File: config.mk
export PLATFORM = sky130hd
export DESIGN_NAME = sine_dds
export DESIGN_NICKNAME = d
export VERILOG_FILES = /design/src/rtl/sine_dds.sv
export SDC_FILE = /design/constraint.sdc
export NUM_CORES = 1
export LEC_CHECK = 0
export ABC_AREA = 1
export BUFFER_PORTS_ARGS = -buffer_cell sky130_fd_sc_hd__buf_2
export CAP_MARGIN = 30
export CORE_UTILIZATION = 50
export DETAILED_ROUTE_END_ITERATION = 7
export PLACE_DENSITY_LB_ADDON = 0.05
export SLEW_MARGIN = 15
export SYNTH_ARGS = -nofsm -noshare
export SYNTH_HDL_FRONTEND = slang
export SYNTH_SLANG_ARGS = --single-unit
File: constraint.sdc
create_clock -name clk -period 2.4 [get_ports clk]
set_input_delay 0.36 -clock clk [delete_from_list [all_inputs] [get_ports clk]]
set_output_delay 0.36 -clock clk [all_outputs]
set_load 0.05 [all_outputs]
File: src/rtl/sine_dds.sv
// sine_dds: phase-accumulator sine generator with a quarter-wave ROM and
// wrap-synchronised tuning-word updates; unsigned offset-binary samples.
`default_nettype none

module sine_dds #(
    parameter int PHASE_W = 16,
    parameter int ADDR_W  = 8,
    parameter int DATA_W  = 8
) (
    input  logic               clk,
    input  logic               rst_n,
    input  logic               en,
    input  logic [PHASE_W-1:0] ftw,
    input  logic               ftw_load,
    input  logic               phase_clr,
    output logic [DATA_W-1:0]  data,
    output logic               data_valid,
    output logic               wrap
);

    localparam int  ROM_AW    = ADDR_W - 2;
    localparam int  ROM_DEPTH = 1 << ROM_AW;
    localparam int  MAG_W     = DATA_W - 1;
    localparam real PI        = 3.14159265358979323846;
    localparam real AMP       = real'((1 << MAG_W) - 1);
    localparam real STEP      = PI / real'(1 << (ADDR_W - 1));

    logic [MAG_W-1:0] rom [ROM_DEPTH];

    for (genvar i = 0; i < ROM_DEPTH; i++) begin : g_rom
        localparam int MAG = $rtoi(AMP * $sin((real'(i) + 0.5) * STEP) + 0.5);
        assign rom[i] = MAG_W'(MAG);
    end

    logic [PHASE_W-1:0] acc;
    logic [PHASE_W-1:0] ftw_active;
    logic [PHASE_W-1:0] pend;
    logic               pend_flag;
    logic [PHASE_W:0]   sum;
    logic               carry;
    logic               swap;

    always_comb begin
        sum   = {1'b0, acc} + {1'b0, ftw_active};
        carry = en & ~phase_clr & sum[PHASE_W];
        // With nothing pending, pend already equals ftw_active, so gating is lossless.
        swap  = pend_flag & (phase_clr | (ftw_active == '0) | carry);
    end

    always_ff @(posedge clk or negedge rst_n) begin
        if (!rst_n) begin
            acc        <= '0;
            ftw_active <= '0;
            pend       <= '0;
            pend_flag  <= 1'b0;
            wrap       <= 1'b0;
        end else begin
            if (phase_clr) begin
                acc <= '0;
            end else if (en) begin
                acc <= sum[PHASE_W-1:0];
            end
            if (swap) begin
                ftw_active <= pend;
            end
            if (ftw_load) begin
                pend      <= ftw;
                pend_flag <= 1'b1;
            end else if (swap) begin
                pend_flag <= 1'b0;
            end
            wrap <= carry;
        end
    end

    logic [1:0]        quad;
    logic [ROM_AW-1:0] idx;
    logic              s1_neg;
    logic [ROM_AW-1:0] s1_addr;
    logic              s2_neg;
    logic [MAG_W-1:0]  s2_mag;
    logic [2:0]        fill;

    assign quad = acc[PHASE_W-1 -: 2];
    assign idx  = acc[PHASE_W-3 -: ROM_AW];

    always_ff @(posedge clk or negedge rst_n) begin
        if (!rst_n) begin
            s1_neg  <= 1'b0;
            s1_addr <= '0;
            s2_neg  <= 1'b0;
            s2_mag  <= '0;
            data    <= '0;
            fill    <= '0;
        end else if (en) begin
            s1_neg  <= quad[1];
            s1_addr <= quad[0] ? ~idx : idx;
            s2_neg  <= s1_neg;
            s2_mag  <= rom[s1_addr];
            // mid + mag is {1,mag}; mid - 1 - mag is {0,~mag}.
            data    <= s2_neg ? {1'b0, ~s2_mag} : {1'b1, s2_mag};
            fill    <= {fill[1:0], 1'b1};
        end
    end

    assign data_valid = fill[2];

endmodule

`default_nettype wire
After elaboration in Yosys (flattened, before gate mapping)
Memory sizes are Yosys's and may differ from the RTL's. A register that Yosys moved wholly into a read port is not among the register bits.
Index checks and enable logic that the tools add are counted.
{ "classes": {"add_sub_neg": 1, "n_mux": 6, "bitwise_logic": 9, "n_reduce_logical": 4} }
{ "ops": {"columns": ["operator", "n"], "rows": [
  ["$mux W16", 2],
  ["$add A16 B16 Y17", 1],
  ["$logic_not A16 Y1", 1],
  ["$mux W8", 1],
  ["$not A6 Y7", 1],
  ["$not A7 Y7", 1],
  ["$mux W6", 1],
  ["$not A6 Y6", 1],
  ["$reduce_bool A2 Y1", 2],
  ["$and A1 B1 Y1", 3],
  ["$mux W1", 2],
  ["$or A1 B1 Y1", 2],
  ["$logic_not A1 Y1", 1],
  ["$not A1 Y1", 1]
]} }
{ "totals": {"output_inout_bits": 10, "mem_bits_ro": 448, "wordCells": 31, "mem_count": 1, "ff_bits": 69, "input_bits": 21} }
{ "memory_table": {"columns": ["memory", "depth", "width", "rd", "rd_clocked_by_memory_dff", "wr", "line", "source"], "rows": [
  ["(name not given)", 64, 7, 1, 1, 0, "99", "s2_mag <= rom[s1_addr];"]
]} }

Longest topological paths before layout
{ "depth": {"word_depth": 7, "mapped_depth": 14} }

Worst setup path after synthesis
No wires, ideal clock.
{ "synth_path": {"path_type": "register to register", "startpoint": "register acc[0]", "endpoint": "register ftw_active[5]", "t_required_ps": 2284, "path_slack_ps": 480, "path_buffers": 1, "setup_time_ps": 116, "arrival_time_ps": 1804, "path_stages_with_launch": 14, "path_cell_list": "dfrtp_1 -> ha_1 -> fa_1 -> nand2_1 -> nand2_1 -> nand3_1 -> nand2_2 -> nand2_1 -> nand2_1 -> nand2_2 -> nand2_4 -> buf_4 -> nand3_1 -> nand2_1"} }
{ "synth_via": {"elab_chain_cells": 4} }
{ "synth_rtl": {"columns": ["element", "line", "source"], "rows": [
  ["from (decl)", "35", "logic [PHASE_W-1:0] acc;"],
  ["from (signal assigned)", "61", "acc <= sum[PHASE_W-1:0];"],
  ["$add A16 B16 Y17", "44", "sum = {1'b0, acc} + {1'b0, ftw_active};"],
  ["$and A1 B1 Y1", "45", "carry = en & ~phase_clr & sum[PHASE_W];"],
  ["$or A1 B1 Y1", "47", "swap = pend_flag & (phase_clr | (ftw_active == '0) | carry);"],
  ["$and A1 B1 Y1", "47", null],
  ["to (signal assigned)", "64", "ftw_active <= pend;"],
  ["to (decl)", "36", "logic [PHASE_W-1:0] ftw_active;"]
]} }
Every way passes these cells.
A chain may end at the register's enable or synchronous reset.

Final worst setup path
{ "layout_path": {"startpoint": "register ftw_active[0]", "endpoint": "register ftw_active[8]"} }
{ "layout_via": {"elab_chain_cells": 4, "word_cells_on_any_way": 6} }
{ "layout_rtl": {"columns": ["element", "line"], "rows": [
  ["$add A16 B16 Y17 or $logic_not A16 Y1 (tied branches)", "44, 47"],
  ["$and A1 B1 Y1 or $or A1 B1 Y1 (tied branches)", "45, 47"],
  ["$or A1 B1 Y1 (*)", "47"],
  ["$and A1 B1 Y1 (*)", "47"]
]} }
Every way passes the cells marked *; elsewhere a longest branch is shown, timed or not.

==> impl_summary.log <==
[metrics] run status: finished clean
[metrics] leading cell types in the layout, fill and taps excluded: sky130_fd_sc_hd__nand2_1 (213), sky130_fd_sc_hd__dfrtp_1 (76), sky130_fd_sc_hd__o21ai_0 (41)
[metrics] number of core rows: 33
[metrics] Design Area, Final: ~0.0048 mm²
[metrics] overall global routing resource usage: between 20% and 30%
[metrics] final setup violation count: 0
[metrics] final critical-path setup slack: ~0.28 ns
[metrics] cell area after synthesis: 0.00424 mm²
[metrics] classification of the worst setup path: reg2reg
[metrics] reg2reg setup slack: 0.28 ns
[metrics] Max clock buf depth: 2
[metrics] fraction of post-synthesis cell area in the top cell type by area: 44.9%
[metrics] Final Max Tran Viols: 0
[metrics] post-cts resize count: 0
[metrics] Worst-path clk slew: roughly 0.090 ns
[metrics] count of antenna diodes in the layout: 0
[metrics] most area-consuming cells after synthesis: sky130_fd_sc_hd__dfrtp_1 (45%), sky130_fd_sc_hd__nand2_1 (19%), sky130_fd_sc_hd__ha_1 (6.5%)
[metrics] logic depth of the worst path, buffers included: 13
[metrics] required time at the endpoint of the critical path: about 2.7 ns
[metrics] Final HPWL DP: about 6.7 mm
[metrics] Power Dens Cells: between 900 and 1000 mW/mm²
[metrics] endpoint arrival time on the critical path: 2.39 ns
[metrics] maximum single-stage delay on the critical path: 0.40 ns
[metrics] first-pass GRT wire length: roughly 16 mm
[metrics] Max Fclk: 471 MHz
[metrics] share of total power consumed by net switching: 37.0%
[metrics] combinational fraction of design power: roughly a third
[metrics] detailed-route vias per instance: 5.08
[metrics] commonest non-fill, non-tap cell in the layout: sky130_fd_sc_hd__nand2_1
[metrics] DRT iter0 DRCs: 181
[metrics] average cell area after synthesis: between 7 and 8 µm²
[metrics] count of fill cells added during filler insertion: 767
[metrics] Least-Margin Pin Slew: around 0.70 ns
[metrics] CTS root buffer: sky130_fd_sc_hd__clkbuf_8
[metrics] peak ir drop on the vdd network: just under 500 µV
[metrics] Startpoint Class: flop
[metrics] maximum number of pins on one net before global-route repair: between 40 and 50
[metrics] CP Max Fanout: 17
[metrics] cell-by-cell listing of the critical path: ha_1 -> fa_1 -> nand2_1 -> nand2_1 -> nand3_1 -> nand2_2 -> nand2_1 -> nand2_1 -> nand2_2 -> nand2_4 -> nand2_4 -> nand2_1 -> nand2_1
[metrics] register area: roughly 0.0019 mm²
[metrics] area added between synthesis and finish: 12.6%
[metrics] Min Clock Period, post-route: between 2 and 2.5 ns
[metrics] clock group share of total power: around 28%
[metrics] number of post-CTS setup repair buffers: 0
[metrics] final-layout setup total negative slack: 0 ns
[metrics] initial core utilization: between 50 and 60%
[metrics] first-pass detailed-route iteration total: 4
[metrics] DRC violations left: 0
[metrics] number of buffers and inverters on the critical path: 0
[metrics] Worst Hold Depth: 3
[metrics] r2r worst-path depth: 13
[metrics] Top Ports: 31
[metrics] net switching component of the power: ~1.7 mW
[metrics] Via Count: between 3000 and 4000
[metrics] count of clock tree sinks: 76
[metrics] cell type with the highest aggregate area in the netlist: sky130_fd_sc_hd__dfrtp_1
[metrics] Slew HR: 53.4%
[metrics] Place WS: a little over 0.3 ns
[metrics] Tcrit/Tclk final: 88.4%
[metrics] setup repair after global routing missed its margin: no
[metrics] cell-internal power: ~2.8 mW
[metrics] area of the multi-input gates: between 0.002 and 0.0025 mm²
[metrics] count of yosys warnings during synthesis: 0
[metrics] Setup crit end kind: flop
[metrics] hold buffers post-CTS: 1
[metrics] via count of the first global-routing pass: approximately 3400
[metrics] syn_nets: 597
[metrics] worst clock skew on the final layout: about 0.011 ns
[metrics] kind of path behind the tightest hold check: in2reg
[metrics] Lkg Pwr: 2.51 nW
[metrics] number of buffers inserted during clock tree synthesis: 9
[metrics] level count of the clock H-tree: 3
[metrics] Crit path top cell by count: sky130_fd_sc_hd__nand2_1
[metrics] gate count of the mapped netlist: roughly 550
[metrics] antenna violation net count after detailed routing: 0
[metrics] kind of cell adding the most delay to the critical path: simple AND/OR/NAND/NOR gates
[metrics] Core Area: between 0.008 and 0.009 mm²
[metrics] GRT overflow: 0
[metrics] weighted congestion at the end of routability-driven global placement: between 0.9 and 1
[metrics] WL per Instance: roughly 13 µm
[metrics] proportion of synthesized chip area in sequential cells: about 45%
[metrics] height of the die: about 94 µm
[metrics] instance area at placement: ~0.0045 mm²
[metrics] Nets: about 630
[metrics] initial antenna violation count: 0
[metrics] number of distinct library cells after synthesis: 33
[metrics] CTS tree: built
[metrics] fraction of final layout cells with drive strength greater than 1: 10.4%
[metrics] count of input and output buffers: 30
[metrics] Util after Layout: 58.0%
[metrics] horizontal die dimension: 94.0 µm
[metrics] insertion delay to the later sink of the worst-skew pair: ~0.34 ns
[metrics] Final Hold Viols: 0
[metrics] synthesized flop and latch total: 76
[metrics] DIE AREA: ~0.0088 mm²
[metrics] drt total wl: approximately 9 mm
[metrics] tightest hold margin: between 0.2 and 0.25 ns
[metrics] cell with the largest stage delay on the worst path: sky130_fd_sc_hd__dfrtp_1
[metrics] portion of total power attributed to sequential cells: approximately two fifths
[metrics] max cap viols: 0
-- per-stage QoR --
| step | power (mW) | instances |
|---|---|---|
| floorplan | 2.88 | 553 |
| global placement | 3.24 | 674 |
| detailed placement | 3.25 | 675 |
| CTS | 4.54 | 692 |
| global route | 4.85 | 692 |
| finish | 4.51 | 692 |
-- worst min-delay path, delay by kind of cell --
kind	cells	cell delay [ns]
simple gates	2	0.09
buf+inv	1	0.07
-- routing by layer --
| layer | vias up | part of all wire, % | GRT usage (%) |
|---|---|---|---|
| li1 | 1849 | - | - |
| met1 | 1608 | 55 | 36.4 |
| met2 | 54 | 41 | 32.3 |
| met3 | 2 | 3.2 | 4.21 |
| met4 | 0 | 0.32 | 5.13 |
| met5 | - | 0 | 0 |
-- flip-flops by register name (all words and copies together), names as in the netlist --
name	flops
s1_addr	6
fill	3
pend	16
wrap	1
acc	16
data	8
s2_neg	1
ftw_active	16
s2_mag	7
s1_neg	1
pend_flag	1
-- worst paths after layout --
path / from / endpoint
worst max-delay path: ftw_active[0] / ftw_active[8]
worst min-delay path: ftw[4] / pend[4]
worst max register to register: ftw_active[0] / ftw_active[8]
worst min register to register: fill[0] / fill[0]
max in group asynchronous: rst_n / pend[10]
min in group asynchronous: rst_n / acc[4]
-- power groups by stage --
stage          registers, mW  clock network [mW]  logic, mW
6_report                1.81                1.27       1.43
5_1_grt                 1.85                1.37       1.63
4_1_cts                 1.81                1.30       1.43
3_5_place_dp            1.83                   0       1.42
3_3_place_gp            1.83                   0       1.41
2_1_floorplan           1.91                   0      0.962
-- area by class of cell --
type / instances / share of cell area [%]
multi-input combinational: 421 / 44.2
tap: 105 / 2.76
inverter: 35 / 2.76
timing repair buffer: 39 / 4.93
sequential: 76 / 39.9
clock buffer: 10 / 2.68
clock inverter: 6 / 2.81
-- synth_stat cells, drive strengths merged --
master / count
a211oi: 1
a21boi: 1
a21oi: 27
a22o: 3
a31oi: 3
and2: 1
buf: 7
clkbuf: 14
clkinv: 1
dfrtp: 76
fa: 1
ha: 22
inv: 34
nand2: 219
nand3: 37
nand3b: 3
nand4: 3
nor2: 33
nor3: 2
o2111ai: 1
o211ai: 4
o21ai: 41
o21bai: 2
or2: 2
xnor2: 14
xor2: 1
-- logic make-up after synthesis --
kind of cell,synth area share [%]
buffers and inverters,5.35
flip-flops,44.9
AO/OA/AOI/OAI,10.7
adder cells (fa/ha/maj),6.97
XOR/XNOR,3.10
AND/OR/NAND/NOR,29.0
Power figures use the tool's default switching activity.
